===== src/rtl/tdm_demux4_pkg.sv =====
// Shared definitions for the four-channel TDM demultiplexer: FSM states,
// channel count and counter sizing helper.
package tdm_demux4_pkg;

  typedef enum logic {
    ST_HUNT = 1'b0,
    ST_RECV = 1'b1
  } tdm_state_e;

  localparam int unsigned TDM_CH = 4;

  // Bit-counter width for a W-bit slot; never narrower than one bit.
  function automatic int unsigned bit_cnt_width(input int unsigned w);
    return (w > 1) ? $clog2(w) : 1;
  endfunction

endpackage


===== src/rtl/sipo_shift.sv =====
// W-bit serial-in, parallel-out register, MSB first, with synchronous clear.
module sipo_shift #(
  parameter int unsigned W = 4
) (
  input  logic         clk,
  input  logic         rst,
  input  logic         clr,
  input  logic         shift_en,
  input  logic         din,
  output logic [W-1:0] q,
  output logic [W-1:0] q_nxt_c
);

  // Value after one shift; lets the parent capture the final bit without a cycle of delay.
  assign q_nxt_c = W'({q, din});

  // A shift takes priority so a clear can coincide with the first bit of a new frame.
  always_ff @(posedge clk) begin
    if (rst) begin
      q <= '0;
    end else if (shift_en) begin
      q <= q_nxt_c;
    end else if (clr) begin
      q <= '0;
    end
  end

endmodule


===== src/rtl/tdm_demux4.sv =====
// Four-channel TDM receiver: hunts for the frame sync, deserializes four W-bit
// slots MSB first and presents them together with a one-cycle valid strobe.
module tdm_demux4
  import tdm_demux4_pkg::*;
#(
  parameter int unsigned W = 4
) (
  input  logic         clk,
  input  logic         rst,
  input  logic         en,
  input  logic         din,
  input  logic         sync,
  output logic [W-1:0] A,
  output logic [W-1:0] B,
  output logic [W-1:0] C,
  output logic [W-1:0] D,
  output logic         valid,
  output logic         frame_err,
  output logic         locked
);

  localparam int unsigned BW = bit_cnt_width(W);

  tdm_state_e      state, state_nxt;
  logic [1:0]      slot_cnt, slot_nxt;
  logic [BW-1:0]   bit_cnt, bit_nxt;
  logic [TDM_CH-1:0] shift_en_c;
  logic            clr_c;
  logic            load_c;
  logic            valid_c;
  logic            err_c;

  logic [W-1:0]    slot_q     [TDM_CH];
  logic [W-1:0]    slot_nxt_c [TDM_CH];
  logic [W-1:0]    word_c     [TDM_CH];

  // One shift register per channel slot; only the active slot shifts.
  for (genvar g = 0; g < TDM_CH; g++) begin : g_slot
    sipo_shift #(.W(W)) u_sipo (
      .clk      (clk),
      .rst      (rst),
      .clr      (clr_c),
      .shift_en (shift_en_c[g]),
      .din      (din),
      .q        (slot_q[g]),
      .q_nxt_c  (slot_nxt_c[g])
    );
  end

  // Slot contents including the bit being accepted this cycle.
  always_comb begin
    for (int i = 0; i < int'(TDM_CH); i++) begin
      word_c[i] = shift_en_c[i] ? slot_nxt_c[i] : slot_q[i];
    end
  end

  always_comb begin
    state_nxt  = state;
    slot_nxt   = slot_cnt;
    bit_nxt    = bit_cnt;
    shift_en_c = '0;
    clr_c      = 1'b0;
    load_c     = 1'b0;
    valid_c    = 1'b0;
    err_c      = 1'b0;

    if (en) begin
      // The bit is frame bit 0 when it carries sync and is accepted as a frame start.
      if (sync && (state == ST_HUNT || slot_cnt != 2'd0 || bit_cnt != '0 ||
                   state == ST_RECV)) begin
        if (state == ST_RECV && (slot_cnt != 2'd0 || bit_cnt != '0)) begin
          err_c = 1'b1;
        end
        state_nxt     = ST_RECV;
        clr_c         = 1'b1;
        shift_en_c[0] = 1'b1;
        slot_nxt      = (W == 1) ? 2'd1 : 2'd0;
        bit_nxt       = (W == 1) ? '0 : BW'(1);
      end else if (state == ST_RECV) begin
        if (slot_cnt == 2'd0 && bit_cnt == '0) begin
          // Missing sync after a completed frame: drop the bit and re-hunt.
          err_c     = 1'b1;
          state_nxt = ST_HUNT;
        end else begin
          shift_en_c[slot_cnt] = 1'b1;
          if (bit_cnt == BW'(W - 1)) begin
            bit_nxt  = '0;
            slot_nxt = slot_cnt + 2'd1;
            if (slot_cnt == 2'd3) begin
              load_c  = 1'b1;
              valid_c = 1'b1;
            end
          end else begin
            bit_nxt = bit_cnt + BW'(1);
          end
        end
      end
    end
  end

  always_ff @(posedge clk) begin
    if (rst) begin
      state     <= ST_HUNT;
      slot_cnt  <= 2'd0;
      bit_cnt   <= '0;
      A         <= '0;
      B         <= '0;
      C         <= '0;
      D         <= '0;
      valid     <= 1'b0;
      frame_err <= 1'b0;
      locked    <= 1'b0;
    end else begin
      state     <= state_nxt;
      slot_cnt  <= slot_nxt;
      bit_cnt   <= bit_nxt;
      valid     <= valid_c;
      frame_err <= err_c;
      locked    <= (state_nxt == ST_RECV);
      if (load_c) begin
        A <= word_c[0];
        B <= word_c[1];
        C <= word_c[2];
        D <= word_c[3];
      end
    end
  end

endmodule

===== config.mk =====
export PLATFORM = sky130hd
export DESIGN_NAME = tdm_demux4
export DESIGN_NICKNAME = d
export VERILOG_FILES = /design/src/rtl/tdm_demux4_pkg.sv /design/src/rtl/sipo_shift.sv /design/src/rtl/tdm_demux4.sv
export SDC_FILE = /design/constraint.sdc
export NUM_CORES = 1
export LEC_CHECK = 0
export CORE_ASPECT_RATIO = 1.2
export CORE_MARGIN = 4
export CORE_UTILIZATION = 50
export CTS_CLUSTER_SIZE = 16
export DETAILED_ROUTE_END_ITERATION = 6
export PLACE_DENSITY_LB_ADDON = 0.12
export SLEW_MARGIN = 0
export SYNTH_ARGS = -nofsm -noshare
export SYNTH_HDL_FRONTEND = slang
export SYNTH_SLANG_ARGS = --single-unit

===== constraint.sdc =====
create_clock -name clk -period 3.1 [get_ports clk]
set_clock_uncertainty 0.15 [all_clocks]
set_input_delay 0.31 -clock clk [delete_from_list [all_inputs] [get_ports clk]]
set_output_delay 0.31 -clock clk [all_outputs]
set_load 0.02 [all_outputs]

==> results_tabular.tex <==
\begin{tabular}{lr}
\hline
Metric & Value \\
\hline
\multicolumn{2}{l}{\textbf{Finish}} \\
Final design instance area without fill & 1840 um\^{}2 \\
Footprint of the flip-flops and latches & 761 um\^{}2 \\
Synthesis-to-layout area growth & 17.1\% \\
Layout cells sized above 1 & 9.55\% \\
Count of antenna diodes in the layout & 0 \\
Number of filler instances in the final layout & 275 \\
Final standard cell utilization of the core & 60.7\% \\
Multi-input gate area & 724 um\^{}2 \\
Final nets & 190 \\
\multicolumn{2}{l}{\textbf{Clock network}} \\
Level count of the clock H-tree & 2 \\
Clock insertion delay at the later pin of the skew report & 340 ps \\
CTS tree & built \\
Total clock sinks & 38 \\
Clock input transition at the sequential cells of the worst setup and hold paths & 100 ps \\
CTS buffer count & 5 \\
Post\_cts resized & 0 \\
Number of buffers inserted by post-CTS setup repair & 0 \\
Number of buffers added to fix hold violations after cts & 0 \\
CTS Buffer Depth & 2 \\
Cell at the root of the clock tree & clkbuf\_4 \\
\multicolumn{2}{l}{\textbf{Placed design}} \\
Cell area after placement & 1790 um\^{}2 \\
DP Worst Slack & 780 ps \\
DP Wirelength & 2010 um \\
IO buf count & 23 \\
Gp weighted congestion & 0.826 \\
\multicolumn{2}{l}{\textbf{Synth}} \\
Share of synthesized area occupied by flip-flops and latches & 48.5\% \\
Avg Inst Size Synth & 9.93 um\^{}2 \\
Net count after synthesis & 169 \\
Most frequently used flop master after synthesis & dfxtp\_1 \\
Post-synthesis register bit count & 38 \\
Post-synth top area share & 48.5\% \\
Total standard cell area after synthesis & 1570 um\^{}2 \\
Yosys warns & 0 \\
Share of flip-flops with an asynchronous set or reset & 0\% \\
Number of synthesized flops with an enable pin & 0 \\
Post-Synthesis Cells & 158 \\
Number of different library cells in the post-synthesis netlist & 28 \\
Top-count cell post-synth & dfxtp\_1 \\
Commonest cells post-synth & 38 x dfxtp\_1, 29 x nor2\_1, 16 x mux2i\_1 \\
Top area cells in the synthesized netlist & dfxtp\_1 48\%, mux2i\_1 10\%, nor2\_1 6.9\%, ha\_1 4.8\%, a211oi\_2 4.0\% \\
Most area-hungry cell type in the Yosys netlist & dfxtp\_1 \\
\multicolumn{2}{l}{\textbf{Detailed routing}} \\
Residual antenna-violating net count after detailed routing & 0 \\
Count of TritonRoute iterations in the first routing pass & 4 \\
Via/cell ratio & 5.33 \\
DRC violation total after the first TritonRoute iteration & 44 \\
Via count & 1141 \\
Wire length per cell after detailed routing & 13.5 um \\
Routed wire length & 2890 um \\
Remaining routing DRC violations & 0 \\
\multicolumn{2}{l}{\textbf{Run}} \\
Maximum capacitance violations & 0 \\
\multicolumn{2}{l}{\textbf{STA}} \\
Hold Violations, Final & 0 \\
Sum of negative setup slack & 0 ps \\
Tightest Pin Transition & 431 ps \\
Worst Setup Slack, final & 1110 ps \\
Number of pins exceeding their max-slew limit in the final report & 0 \\
RSZ-0062 raised after global routing & no \\
Max frequency & 502 MHz \\
Final period utilization & 64.3\% \\
Post-route minimum period & 1990 ps \\
Final setup violating endpoints & 0 \\
Relative max-transition margin & 71.3\% \\
\multicolumn{2}{l}{\textbf{Worst setup path}} \\
Crit-path max FO & 29 \\
Delay of the slowest cell on the worst path & 600 ps \\
Endpoint kind of the worst setup timing path & flip-flop \\
Ordered list of cells on the worst path & clkdlybuf4s50\_1, and4b\_4, and3\_4, mux2i\_1, nor2\_1 \\
Startpoint Class & input port \\
Critical-path top delay cell & clkdlybuf4s50\_1 \\
Critical path data required time & 3170 ps \\
Crit Path Class & in2reg \\
Arrival time of data at the critical path endpoint & 2070 ps \\
\multicolumn{2}{l}{\textbf{Global route}} \\
Via count of the first global-routing pass & 1154 \\
Global-route wire length before repair & 5040 um \\
Pin count of the biggest net entering global routing & 30 \\
Remaining global-route overflow & 0 \\
Global-route usage over all layers & 16.0\% \\
Initial antenna violation count & 0 \\
\multicolumn{2}{l}{\textbf{Floorplanning}} \\
Die Area & 4100 um\^{}2 \\
Vertical die dimension & 69.4 um \\
Floorplan row count & 22 \\
I/O pin cnt & 24 \\
Chip width & 59.1 um \\
Core area & 3030 um\^{}2 \\
Starting density of the core & 51.8\% \\
\multicolumn{2}{l}{\textbf{Pwr}} \\
Leak & 0.676 nW \\
Total power of the final layout & 0.784 mW \\
Power per cell area & 426 nW/um\^{}2 \\
IR Drop Worst-Case VDD & 0.260 mV \\
\multicolumn{2}{l}{\textbf{Run status}} \\
Status & complete, no violations \\
\multicolumn{2}{l}{\textbf{Hold path}} \\
Worst hold path type & reg2reg \\
\hline
\end{tabular}
## cell type report
cell class / instances / area share (%)
inverters: 5 / 1.02
clock buffers: 6 / 2.79
repair buffers: 24 / 12.9
well taps: 36 / 2.45
flip-flops and latches: 38 / 41.4
multi-input cells: 105 / 39.4
## placed cells by master (no fill, tap or decap), types with 2 or more instances in the layout
master and count:
clkbuf_4 5, a211oi_2 5, a211oi_1 7, dfxtp_1 38, ha_1 6, clkdlybuf4s50_1 23
mux2i_1 16, o21ai_0 5, nand2_1 11, nand4b_1 4, nand2b_1 2, inv_1 5
a21oi_1 8, nor2_1 29
## through the flow
step           cells  hold WS (ps)
2_1_floorplan    158           286
3_3_place_gp     208           306
3_5_place_dp     208           318
4_1_cts          214           332
5_1_grt          214           374
6_report         214           334
## state kept, by name, indices dropped and copies added (netlist names)
register,flops
B,4
bit_cnt,2
D,4
slot_cnt,2
A,4
C,4
frame_err,1
state,1
g_slot.u_sipo.q,15
valid,1
## worst max-delay path, delay by kind of cell
| kind | cells | cell delay, ps |
|---|---|---|
| and+or+nand+nor | 3 | 910 |
| muxes | 1 | 240 |
| buffers and inverters | 1 | 600 |
## where the power goes
part	leakage, nW	switching (mW)	internal [mW]
Sequential	0.307	0.00311	0.491
Clock	0.0302	0.146	0.102
Combinational	0.340	0.0255	0.0161
Total	0.676	0.174	0.609
## layer usage
layer	share of wire (%)	GRT usage, %
met5	0	0
met4	2.1	7.56
met3	4.4	4.47
met2	47	24.7
met1	46	20.1
## worst paths after layout
path / startpoint / end / slack [ps] / cells after the start
worst max-delay path: sync / D[2] / 1110 / 5
worst min-delay path: g_slot[3].u_sipo.q[1] / g_slot[3].u_sipo.q[2] / 330 / 2
worst max register to register: slot_cnt[0] / D[2] / 1240 / 6
worst min register to register: g_slot[3].u_sipo.q[1] / g_slot[3].u_sipo.q[2] / 330 / 2
## logic make-up after synthesis
kind of cell / count (synthesis) / synth area share, %
adders and majority gates: 6 / 4.78
and+or+nand+nor: 54 / 16.9
buffers and inverters: 15 / 5.34
AOI/OAI and AO/OA: 28 / 13.7
xor gates and xnor gates: 1 / 0.558
muxes: 16 / 10.2
DFF: 38 / 48.5
Note: power is estimated with default switching activity, not from simulation.
